==> src/rtl/control_unit_pkg.sv <==
// ---------------------------------------------------------------------------
// control_unit_pkg
// Shared definitions for the fetch/decode/execute sequencer:
//   - 3-bit opcode constants (instruction bits [7:5])
//   - FSM state encoding
//   - register-input source select codes driven on SRC_SEL
//   - ALU operation codes driven on ALU_OP
// No ports; imported by control_unit.
// ---------------------------------------------------------------------------
package control_unit_pkg;

  localparam logic [2:0] OP_NOP = 3'b000;
  localparam logic [2:0] OP_LDI = 3'b001;
  localparam logic [2:0] OP_MOV = 3'b010;
  localparam logic [2:0] OP_ADD = 3'b011;
  localparam logic [2:0] OP_SUB = 3'b100;
  localparam logic [2:0] OP_JMP = 3'b101;
  localparam logic [2:0] OP_JZ  = 3'b110;
  localparam logic [2:0] OP_HLT = 3'b111;

  typedef enum logic [2:0] {
    ST_FETCH     = 3'd0,
    ST_DECODE    = 3'd1,
    ST_FETCH_IMM = 3'd2,
    ST_EXEC      = 3'd3,
    ST_WB        = 3'd4,
    ST_HALT      = 3'd5
  } state_t;

  localparam logic [1:0] SRC_IMM = 2'b00;
  localparam logic [1:0] SRC_TMP = 2'b01;
  localparam logic [1:0] SRC_ALU = 2'b10;

  localparam logic ALU_ADD = 1'b0;
  localparam logic ALU_SUB = 1'b1;

endpackage

==> src/rtl/program_counter.sv <==
// ---------------------------------------------------------------------------
// program_counter
// Program counter register with synchronous reset, load and increment.
// Ports:
//   CLK      - clock, rising edge
//   RST      - synchronous active-high reset, clears PC to 0
//   INC      - advance PC by one (wraps at 2^ADDR_WIDTH)
//   LOAD     - load LOAD_VAL into PC; takes priority over INC
//   LOAD_VAL - jump target
//   PC       - current program counter / memory address
// ---------------------------------------------------------------------------
module program_counter #(
  parameter int ADDR_WIDTH = 8
) (
  input  logic                  CLK,
  input  logic                  RST,
  input  logic                  INC,
  input  logic                  LOAD,
  input  logic [ADDR_WIDTH-1:0] LOAD_VAL,
  output logic [ADDR_WIDTH-1:0] PC
);

  // A jump and an increment never legitimately coincide, but if they do the
  // jump wins so control flow is never lost.
  always_ff @(posedge CLK) begin
    if (RST) begin
      PC <= '0;
    end else if (LOAD) begin
      PC <= LOAD_VAL;
    end else if (INC) begin
      PC <= PC + ADDR_WIDTH'(1);
    end
  end

endmodule

==> src/rtl/control_unit.sv <==
// ---------------------------------------------------------------------------
// control_unit
// Fetch/decode/execute sequencer for a two-register (R0/R1) datapath.
// Reads 8-bit instructions from program memory, owns PC, IR, IMM and the
// zero flag, and drives the register-file / ALU control lines.
// Ports:
//   CLK      - clock, rising edge
//   RST      - synchronous active-high reset
//   MEM_DATA - program memory word at address PC (combinational read)
//   ALU_ZERO - 1 when the current ALU result is zero
//   PC       - program counter / memory address
//   REG_SEL  - register-file read-mux and write-decoder select
//   REG_WR   - register-file write enable
//   SRC_SEL  - register input source: 00 IMM, 01 TMP latch, 10 ALU result
//   IMM      - immediate register
//   TMP_LD   - load the TMP operand latch from the register-file output
//   ALU_OP   - 0 add, 1 subtract
//   HALTED   - core stopped
// ---------------------------------------------------------------------------
module control_unit
  import control_unit_pkg::*;
#(
  parameter int DATA_WIDTH = 8,
  parameter int ADDR_WIDTH = 8
) (
  input  logic                  CLK,
  input  logic                  RST,
  input  logic [DATA_WIDTH-1:0] MEM_DATA,
  input  logic                  ALU_ZERO,
  output logic [ADDR_WIDTH-1:0] PC,
  output logic                  REG_SEL,
  output logic                  REG_WR,
  output logic [1:0]            SRC_SEL,
  output logic [DATA_WIDTH-1:0] IMM,
  output logic                  TMP_LD,
  output logic                  ALU_OP,
  output logic                  HALTED
);

  state_t     state;
  state_t     state_next;

  // Only the opcode, RD and RS fields of the instruction are kept; the low
  // three bits are reserved and never decoded.
  logic [2:0] ir_op;
  logic       ir_rd;
  logic       ir_rs;
  logic       z_flag;

  logic       pc_inc;
  logic       pc_load;

  logic       reg_sel_raw;
  logic       reg_wr_raw;
  logic [1:0] src_sel_raw;
  logic       tmp_ld_raw;
  logic       alu_op_raw;
  logic       halted_raw;

  program_counter #(
    .ADDR_WIDTH(ADDR_WIDTH)
  ) u_pc (
    .CLK     (CLK),
    .RST     (RST),
    .INC     (pc_inc),
    .LOAD    (pc_load),
    .LOAD_VAL(MEM_DATA[ADDR_WIDTH-1:0]),
    .PC      (PC)
  );

  always_ff @(posedge CLK) begin
    if (RST) begin
      state <= ST_FETCH;
    end else begin
      state <= state_next;
    end
  end

  // IR is captured in FETCH, IMM in the second byte of LDI, and Z only on
  // the write-back of arithmetic instructions.
  always_ff @(posedge CLK) begin
    if (RST) begin
      ir_op  <= OP_NOP;
      ir_rd  <= 1'b0;
      ir_rs  <= 1'b0;
      IMM    <= '0;
      z_flag <= 1'b0;
    end else begin
      case (state)
        ST_FETCH: begin
          ir_op <= MEM_DATA[7:5];
          ir_rd <= MEM_DATA[4];
          ir_rs <= MEM_DATA[3];
        end
        ST_FETCH_IMM: begin
          if (ir_op == OP_LDI) begin
            IMM <= MEM_DATA;
          end
        end
        ST_WB: begin
          if ((ir_op == OP_ADD) || (ir_op == OP_SUB)) begin
            z_flag <= ALU_ZERO;
          end
        end
        default: begin
        end
      endcase
    end
  end

  // Next-state and control decode depend only on state, IR and Z, so no
  // output has a combinational path from MEM_DATA or ALU_ZERO.
  always_comb begin
    state_next  = state;
    pc_inc      = 1'b0;
    pc_load     = 1'b0;
    reg_sel_raw = 1'b0;
    reg_wr_raw  = 1'b0;
    src_sel_raw = SRC_IMM;
    tmp_ld_raw  = 1'b0;
    alu_op_raw  = ALU_ADD;
    halted_raw  = 1'b0;
    case (state)
      ST_FETCH: begin
        pc_inc     = 1'b1;
        state_next = ST_DECODE;
      end
      ST_DECODE: begin
        case (ir_op)
          OP_NOP:                state_next = ST_FETCH;
          OP_LDI, OP_JMP, OP_JZ: state_next = ST_FETCH_IMM;
          OP_MOV, OP_ADD, OP_SUB: state_next = ST_EXEC;
          OP_HLT:                state_next = ST_HALT;
        endcase
      end
      ST_FETCH_IMM: begin
        state_next = ST_FETCH;
        case (ir_op)
          OP_LDI: begin
            pc_inc     = 1'b1;
            state_next = ST_WB;
          end
          OP_JMP: pc_load = 1'b1;
          OP_JZ: begin
            // Not taken still has to step over the address byte.
            if (z_flag) begin
              pc_load = 1'b1;
            end else begin
              pc_inc = 1'b1;
            end
          end
          default: begin
          end
        endcase
      end
      ST_EXEC: begin
        reg_sel_raw = ir_rs;
        tmp_ld_raw  = 1'b1;
        state_next  = ST_WB;
      end
      ST_WB: begin
        reg_sel_raw = ir_rd;
        reg_wr_raw  = 1'b1;
        state_next  = ST_FETCH;
        case (ir_op)
          OP_LDI: src_sel_raw = SRC_IMM;
          OP_MOV: src_sel_raw = SRC_TMP;
          OP_ADD: src_sel_raw = SRC_ALU;
          OP_SUB: begin
            src_sel_raw = SRC_ALU;
            alu_op_raw  = ALU_SUB;
          end
          default: begin
          end
        endcase
      end
      ST_HALT: begin
        halted_raw = 1'b1;
      end
      default: begin
        state_next = ST_FETCH;
      end
    endcase
  end

  // While RST is high every control line is forced inactive, so a reset that
  // lands in WB or EXEC can never write a register or load TMP.
  assign REG_SEL = reg_sel_raw & ~RST;
  assign REG_WR  = reg_wr_raw  & ~RST;
  assign SRC_SEL = RST ? SRC_IMM : src_sel_raw;
  assign TMP_LD  = tmp_ld_raw  & ~RST;
  assign ALU_OP  = alu_op_raw  & ~RST;
  assign HALTED  = halted_raw  & ~RST;

endmodule

==> config.mk <==
export PLATFORM = sky130hd
export DESIGN_NAME = control_unit
export DESIGN_NICKNAME = d
export VERILOG_FILES = /design/src/rtl/control_unit_pkg.sv /design/src/rtl/program_counter.sv /design/src/rtl/control_unit.sv
export SDC_FILE = /design/constraint.sdc
export NUM_CORES = 1
export LEC_CHECK = 0
export CORE_MARGIN = 2
export CORE_UTILIZATION = 45
export CTS_CLUSTER_DIAMETER = 50
export DETAILED_ROUTE_END_ITERATION = 12
export GPL_ROUTABILITY_DRIVEN = 0
export HOLD_SLACK_MARGIN = 0.1
export PLACE_DENSITY = 0.73
export SYNTH_ARGS = -nofsm -noshare
export SYNTH_HDL_FRONTEND = slang
export SYNTH_SLANG_ARGS = --single-unit
export TNS_END_PERCENT = 30
==> constraint.sdc <==
create_clock -name CLK -period 3.32 [get_ports CLK]
set_input_delay 0.498 -clock CLK [delete_from_list [all_inputs] [get_ports CLK]]
set_output_delay 0.498 -clock CLK [all_outputs]
set_load 0.02 [all_outputs]
After elaboration in Yosys (flattened, before gate mapping)
Memories as Yosys holds them, arrays and structs flattened. A register that Yosys moved wholly into a read port is not among the register bits. Cells that the tools add are included.

Bits in registers: 25. Bits in latches: 0. Memories kept: 1. Output and inout port bits: 23. Bits in writable memories: 0. Memory bits (read-only): 24.

Equal/unequal tests: 11. Divide/modulo/power cells: 0. $mul: 0. Magnitude comparators: 0. Reduce and logical (&&, ||, !) cells: 6. Shift-type cells: 0. Bitwise logic cells: 6. Muxes and demuxes: 21. Add/sub/neg operators: 1.

Memories: (no name shown) (words 8, bits a word 3, rd ports 1, clocked after memory_dff 1, wr ports 0, line control_unit.sv:129) `case (ir_op)`.

Operators with widths (count): 2-to-1 mux 8 bit (2); == test 3 bit, second input constant (5); case mux 3 bit (5 select lines) (1); == test 3 x 2 -> 1 bit, second input constant (4); 2-to-1 mux 3 bit (3); adder 8 x 1 -> 8 bit, second input constant (1); 2-to-1 mux 1 bit (8); case mux 1 bit (2 select lines) (4); == test 3 x 1 -> 1 bit, second input constant (2); AND 1 bit (5); 2-to-1 mux 2 bit (2); case mux 2 bit (2 select lines) (1); AND reduction 2 bit (2); zero test 3 bit (1); nonzero test 2 bit (1); OR reduction 2 bit (1); logical OR 1 bit (1); NOT 1 bit (1).

Depth between registers and ports, before layout
Gate-level depths: netlist of the first run.

Depth after elaboration: 5. Mapped depth: 7. Depth with buffers taken out: 6.

Hierarchy
A second synthesis of the first run with hierarchy kept.

Cell total of the unflattened synthesis: 165. Area, all modules: 1481.4 um^2.

Modules (own cells, without submodules): control_unit (times used 1, cells an instance 112, area an instance 1017.2 um^2); program_counter (times used 1, cells an instance 53, area an instance 464.2 um^2).

Least setup slack after synthesis of the first run
OpenSTA, ideal clock, no wires.

Kind: register to output. Start point: register state[0]. End point: output port REG_SEL. Data arrival time: 1.890 ns. Slack: 0.932 ns. Buffers on the path: 1. Data required time: 2.822 ns. Stages on the path, launching flop included: 4. Cells stage by stage: dfxtp_1 -> buf_1 -> nor4bb_1 -> a22o_1.

Word-level cells in the longest chain between the ends: 3. Elaborated cells between the ends (all ways): 4.

RTL lines: start: declaration (line control_unit.sv:40) `state_t state;`; start signal: assignment (line control_unit.sv:75) `state <= state_next;`; == test 3 bit or == test 3 x 2 -> 1 bit (tied branches) (line control_unit.sv:123) `case (state)`; case mux 1 bit (2 select lines) (*) (line control_unit.sv:123); AND 1 bit (*) (line control_unit.sv:188) `assign REG_SEL = reg_sel_raw & ~RST;`; end: declaration (line control_unit.sv:31) `output logic REG_SEL,`.

Every way passes the cells marked *; elsewhere a longest branch is shown, timed or not.

Worst setup path in the final report of the first run
Start point: register state[2]. End point: output port SRC_SEL[0].

Word-level cells in the longest chain between the ends: 3.

RTL lines: == test 3 bit (line control_unit.sv:123); 2-to-1 mux 2 bit (line control_unit.sv:123); 2-to-1 mux 2 bit (line control_unit.sv:190) `assign SRC_SEL = RST ? SRC_IMM : src_sel_raw;`; end: declaration (line control_unit.sv:33) `output logic [1:0] SRC_SEL,`.

Every way passes these cells.

==> results of run 1 <==
## worst max-delay path, cell delays in order (launching register included)
cell and delay, ps:
dfxtp_1 640, inv_1 180, nor2_1 150, nand2_1 140
nor3_1 220, clkdlybuf4s50_1 640
## cell families after synthesis
group / after synthesis / share of synthesized area
and+or+nand+nor: 55 / 0.219
AOI/OAI and AO/OA: 31 / 0.175
DFF: 28 / 0.393
buffers and inverters: 18 / 0.0483
muxes: 18 / 0.126
adders and majority gates: 3 / 0.0263
xor gates and xnor gates: 2 / 0.0123
## power by group through the flow
stage	logic, mW	clock network, mW	registers (mW)
2_1_floorplan	0.113	0	0.397
3_5_place_dp	0.164	0	0.406
4_1_cts	0.165	0.228	0.399
3_3_place_gp	0.159	0	0.405
5_1_grt	0.179	0.243	0.407
6_report	0.163	0.222	0.399
## layer usage
layer  GRT usage  routed length (um)  vias to the layer above
met2       0.326                1620                       35
met4      0.0698                  45                        0
met5           0                   0                        -
li1            -                   -                      628
met3      0.0281                 142                        5
met1       0.261                1420                      603
## area by class of cell
| class | count | area, um^2 |
|---|---|---|
| Timing Repair Buffer | 34 | 338 |
| Fill cell | 267 | 1180 |
| Multi-Input combinational cell | 109 | 796 |
| Tap cell | 44 | 55.1 |
| Clock buffer | 3 | 22.5 |
| Sequential cell | 28 | 561 |
| Inverter | 11 | 41.3 |
| Clock inverter | 1 | 30.0 |
## per-stage QoR
stage          power (mW)  hold WS, ps  cells  instance area [um^2]  setup WS [ps]
4_1_cts             0.792          521    230                  1840            526
2_1_floorplan       0.510          461    155                  1430            932
5_1_grt             0.828          554    230                  1840            324
3_5_place_dp        0.570          490    226                  1790            627
3_3_place_gp        0.564          476    226                  1790            655
6_report            0.784          516    230                  1840            520
## cell usage in the layout, fill, tap and decap left out, types with 3 or more instances in the layout
cell,instances
mux2i_1,18
nor3_1,3
ha_1,3
nand2b_1,3
nand3_1,5
a21oi_1,6
nand2_1,5
dfxtp_1,28
inv_1,11
nand3b_1,3
a22oi_1,3
nor2_1,21
and3_1,4
clkdlybuf4s50_1,33
clkbuf_4,3
a31oi_1,3
## worst max path at each step
| stage | start | endpoint | depth (start not counted) |
|---|---|---|---|
| 2_1_floorplan | state[0] | REG_SEL | 3 |
| 3_3_place_gp | RST | REG_SEL | 4 |
| 3_5_place_dp | RST | REG_SEL | 4 |
| 4_1_cts | state[2] | SRC_SEL[0] | 5 |
| 5_1_grt | state[2] | SRC_SEL[0] | 5 |
| 6_report | state[2] | SRC_SEL[0] | 5 |
## cell usage after synthesis (2+ instances only)
cell type	count
o22ai_1	2
a21oi_1	6
and3_1	4
nor2_1	21
a2111oi_0	2
nor3_1	3
dfxtp_1	28
nand2_1	5
inv_1	11
ha_1	3
a21boi_0	2
mux2i_1	18
xnor2_1	2
a31oi_1	3
nand2b_1	3
a22oi_1	3
clkbuf_1	4
and4_1	2
nand3_1	5
nand3b_1	3
buf_1	2
==> results.py, run 1 <==
metrics = {
    "power": {
        "pwr-share-clk": 0.283,
        "peakVddDrop_uv": 293,
        "p_seq_frac": 0.508,
        "powerDensity_nw_per_um2": 426,
        "leakage_nw": 0.731,
        "p_int_mw": 0.565,
        "comb_power_share": 0.208,
        "power_switching_mw": 0.220,
        "switching_share": 0.280,
    },
    "placed_design": {
        "dp_hpwl_um": 2470,
        "numPortBuffers": 33,
    },
    "critical_path": {
        "worst-setup-path-type": "reg2out",
        "worst-path-max-fanout": 11,
        "rr_worst_depth": 4,
        "worstPathRequired_ps": 2820,
        "startpoint_type": "flip-flop",
        "r2r-end": "u_pc.PC[5]",
        "timing.rr.start": "state[1]",
        "crit_path_end_kind": "output pin",
        "cp.arrival_ps": 2300,
        "r2r_slack_ps": 1340,
    },
    "clock_tree": {
        "cts_hold_buffers": 0,
        "cts_buffers": 3,
        "path_clk_slew_ps": 150,
        "cts_tree": "yes",
        "clk_path_buf_depth": 2,
        "post_cts_resized": 0,
        "cts_root_buffer": "clkbuf_4",
        "ctsHtreeMaxLevel": 1,
        "clock_sinks": 28,
        "cts_setup_buffers": 0,
        "worstSkewPairLatency_ps": 330,
    },
    "global_routing": {
        "antenna_found_initial": 0,
        "grt_use_total": 0.197,
        "grt_pass1_vias": 1172,
        "grt_pass1_wl_um": 5350,
        "overflow": 0,
        "grt_max_degree": 25,
    },
    "floorplan": {
        "die_area_um2": 3630,
        "fp-row-count": 20,
        "die_h_um": 60.3,
        "die_w_um": 60.3,
        "num_io_pins": 34,
        "fp.coreArea_um2": 3030,
        "initial_utilization": 0.471,
    },
    "final_layout": {
        "areaGrowthSynthToFinish_pct": 29.3,
        "n_antenna_cell": 0,
        "final_util": 0.609,
        "drive_gt1_frac": 0.0538,
        "nets": 201,
    },
    "min_path": {
        "hold_start": "IMM[4]",
        "worstHoldEndpoint": "IMM[4]",
        "hold_path_class": "reg2reg",
        "min_path_cells": 2,
    },
    "synth": {
        "synth_seq_cells": 28,
        "syn-cell-area_um2": 1430,
        "synth_nets": 169,
        "synth_top_area_share": 0.393,
        "synth_enable_flop_cells": 0,
        "synth_seq_area_share": 0.393,
        "ys_top_cells_by_area": "dfxtp_1, mux2i_1, nor2_1",
        "async_flop_share": 0,
        "synthFlopType": "dfxtp_1",
        "netlist_instances": 155,
        "synth.distinct_cells": 44,
        "synth.avg_cell_area_um2": 9.19,
        "yosysTopAreaCell": "dfxtp_1",
        "ys_warn_count": 0,
    },
    "flow_run": {
        "maxCapViolCount": 0,
    },
    "timing": {
        "relSlewSlack": 0.571,
        "maxSlewViolCount": 0,
        "hold_viol_final": 0,
        "worst_pin_slew_ps": 643,
        "rsz0062_at_grt": "no",
        "fmax_mhz": 357,
        "period_share": 0.844,
        "fin_crit_ps": 2800,
        "fin_tns_setup_ps": 0,
        "fin_worst_skew_ps": 3.51,
        "setup_viol": 0,
    },
    "run_status": {
        "status": "finished, final reports clean",
    },
    "routing": {
        "wirelength_um": 3220,
        "drc_errors": 0,
        "vias": 1271,
        "drt_iter0_markers": 47,
        "drt-wirelength-per-cell_um": 14.0,
        "antenna_left": 0,
        "firstDrtPassIters": 4,
        "via_per_inst": 5.53,
    },
}
Note: power is estimated with default switching activity, not from simulation.
==> run 2: changes to the inputs <==
--- a/config.mk
+++ b/config.mk
@@ -6,12 +6,12 @@
 export NUM_CORES = 1
 export LEC_CHECK = 0
 export CORE_MARGIN = 2
-export CORE_UTILIZATION = 45
+export CORE_UTILIZATION = 44
 export CTS_CLUSTER_DIAMETER = 50
 export DETAILED_ROUTE_END_ITERATION = 12
 export GPL_ROUTABILITY_DRIVEN = 0
 export HOLD_SLACK_MARGIN = 0.1
-export PLACE_DENSITY = 0.73
+export PLACE_DENSITY = 0.75
 export SYNTH_ARGS = -nofsm -noshare
 export SYNTH_HDL_FRONTEND = slang
 export SYNTH_SLANG_ARGS = --single-unit
==> constraint.sdc (replaced) <==
create_clock -name CLK -period 2.5 [get_ports CLK]
set_input_delay 0.375 -clock CLK [delete_from_list [all_inputs] [get_ports CLK]]
set_output_delay 0.375 -clock CLK [all_outputs]
set_load 0.02 [all_outputs]
==> run 2 against run 1 <==
Clock skew rose by 1.7 ps. Critical path depth grew 1. Setup slack worse by 410 ps. Register-to-register slack lost 740 ps. Sequential share of layout area up 0.068 points. Final area unchanged. Worst hold slack worse by 6.0 ps. Combinational power is 48% higher. Via count grew 0.87%. Largest cell class unchanged.
==> results.py, run 2 (synthesized netlist as in run 1, its figures left out) <==
metrics = {
    "global_routing": {
        "grt_use_total": 0.198,
        "grt_pass1_vias": 1151,
        "grt_pass1_wl_um": 5420,
        "grt_max_degree": 28,
        "antenna_found_initial": 0,
        "overflow": 0,
    },
    "final_layout": {
        "final_util": 0.599,
        "areaGrowthSynthToFinish_pct": 29.3,
        "nets": 204,
        "layout_commonest_cell": "clkdlybuf4s50_1",
        "drive_gt1_frac": 0.0745,
        "finish.instance_area_um2": 1840,
        "stdcell_count": 232,
        "nFillCells": 273,
        "layout_common_cells": "clkdlybuf4s50_1, dfxtp_1, nor2_1, mux2i_1, inv_1",
        "n_antenna_cell": 0,
    },
    "power": {
        "leakage_nw": 0.733,
        "p_int_mw": 0.651,
        "switching_share": 0.306,
        "p_total_mw": 0.938,
        "powerDensity_nw_per_um2": 509,
        "p_seq_frac": 0.549,
        "power_switching_mw": 0.287,
        "comb_power_share": 0.258,
        "peakVddDrop_uv": 354,
        "pwr-share-clk": 0.193,
    },
    "routing": {
        "drt_iter0_markers": 27,
        "drc_errors": 0,
        "firstDrtPassIters": 5,
        "vias": 1282,
        "via_per_inst": 5.53,
        "wirelength_um": 3360,
        "drt-wirelength-per-cell_um": 14.5,
        "antenna_left": 0,
    },
    "placed_design": {
        "placed_area_um2": 1810,
        "numPlacedInstances": 229,
        "numPortBuffers": 33,
        "dp_hpwl_um": 2520,
        "pre_cts_ws_ps": 115,
    },
    "critical_path": {
        "path_cells": "clkdlybuf4s50_1 > nor2_1 > nand2_1 > inv_1 > a22o_1 > clkdlybuf4s50_1",
        "crit_path_end_kind": "output pin",
        "cp.arrival_ps": 2020,
        "startpoint_type": "primary input",
        "slowest_stage": "clkdlybuf4s50_1",
        "crit_path_max_incr_delay_ps": 610,
        "worst-setup-path-type": "in2out",
        "worst-path-max-fanout": 4,
        "cpMostUsedCell": "clkdlybuf4s50_1",
        "worstPathRequired_ps": 2120,
        "cp_top_family": "buffers and inverters",
        "cp_num_buf_inv": 3,
    },
    "timing": {
        "rsz0062_at_grt": "no",
        "maxSlewViolCount": 0,
        "layout_setup_ws_ps": 110,
        "fin_tns_setup_ps": 0,
        "worst_pin_slew_ps": 663,
        "setup_viol": 0,
        "hold_viol_final": 0,
        "fin_crit_ps": 2390,
        "relSlewSlack": 0.557,
        "fin_worst_skew_ps": 5.24,
        "hold_ws_ps": 510,
        "period_share": 0.956,
        "fmax_mhz": 418,
    },
    "floorplan": {
        "num_io_pins": 34,
        "fp-row-count": 20,
        "die_area_um2": 3710,
        "fp.coreArea_um2": 3080,
        "initial_utilization": 0.463,
        "die_w_um": 60.9,
        "die_h_um": 60.9,
    },
    "min_path": {
        "hold_path_class": "reg2reg",
    },
    "clock_tree": {
        "cts_root_buffer": "clkbuf_4",
        "clk_path_buf_depth": 2,
        "clock_sinks": 28,
        "cts_buffers": 3,
        "worstSkewPairLatency_ps": 320,
        "ctsHtreeMaxLevel": 1,
        "cts_hold_buffers": 0,
        "cts_tree": "yes",
        "path_clk_slew_ps": 130,
    },
    "flow_run": {
        "maxCapViolCount": 0,
    },
    "run_status": {
        "status": "finished, final reports clean",
    },
}
run 2: cell types whose count changed in the layout (fill, tap and decap cells not counted):
| cell | change |
|---|---|
| buf_4 | +3 |
| nor4bb_2 | +1 |
| dfxtp_2 | +1 |
| nor4bb_1 | -1 |
| dfxtp_1 | -1 |
| bufinv_16 | -1 |
run 2: area by class of cell:
type | instances | area (um^2) | share of cell area
Multi-Input combinational cell | 109 | 802 | 0.435
Tap cell | 44 | 55.1 | 0.0299
Timing Repair Buffer | 37 | 360 | 0.196
Inverter | 11 | 41.3 | 0.0224
Clock buffer | 3 | 22.5 | 0.0122
Sequential cell | 28 | 562 | 0.305
run 2: worst register-to-register path, stage by stage (launching register included):
cell and delay, ps:
dfxtp_1 400, buf_4 230, and4bb_2 280, a21boi_1 570, a2111oi_1 130, o21bai_1 190
run 2: power by group through the flow:
stage,combinational (mW),clock (mW),sequential [mW]
after floorplan,0.151,0,0.527
after global routing,0.262,0.210,0.521
final,0.242,0.181,0.515
after CTS,0.241,0.188,0.514
after global placement,0.233,0,0.521
after detailed placement,0.240,0,0.524
run 2: path summary, 6_finish.rpt:
check | start | end | slack, ps | cells past startpoint
worst max register to register | state[1] | u_pc.PC[5] | 600 | 5
worst max-delay path | RST | REG_SEL | 110 | 6
worst min register to register | IMM[4] | IMM[4] | 510 | 2
worst min-delay path | IMM[4] | IMM[4] | 510 | 2
run 2: repair_timing:
action / in CTS / in global routing
setup buffers: 0 / 0
setup endpoints to repair: 0 / 2
gates resized for setup: 0 / 2
run 2: metal layers:
metal / global-route usage / up-vias / wire, um
li1: - / 631 / -
met1: 0.262 / 623 / 1580
met2: 0.335 / 24 / 1640
met3: 0.0320 / 4 / 97
met4: 0.0559 / 0 / 39
met5: 0 / - / 0
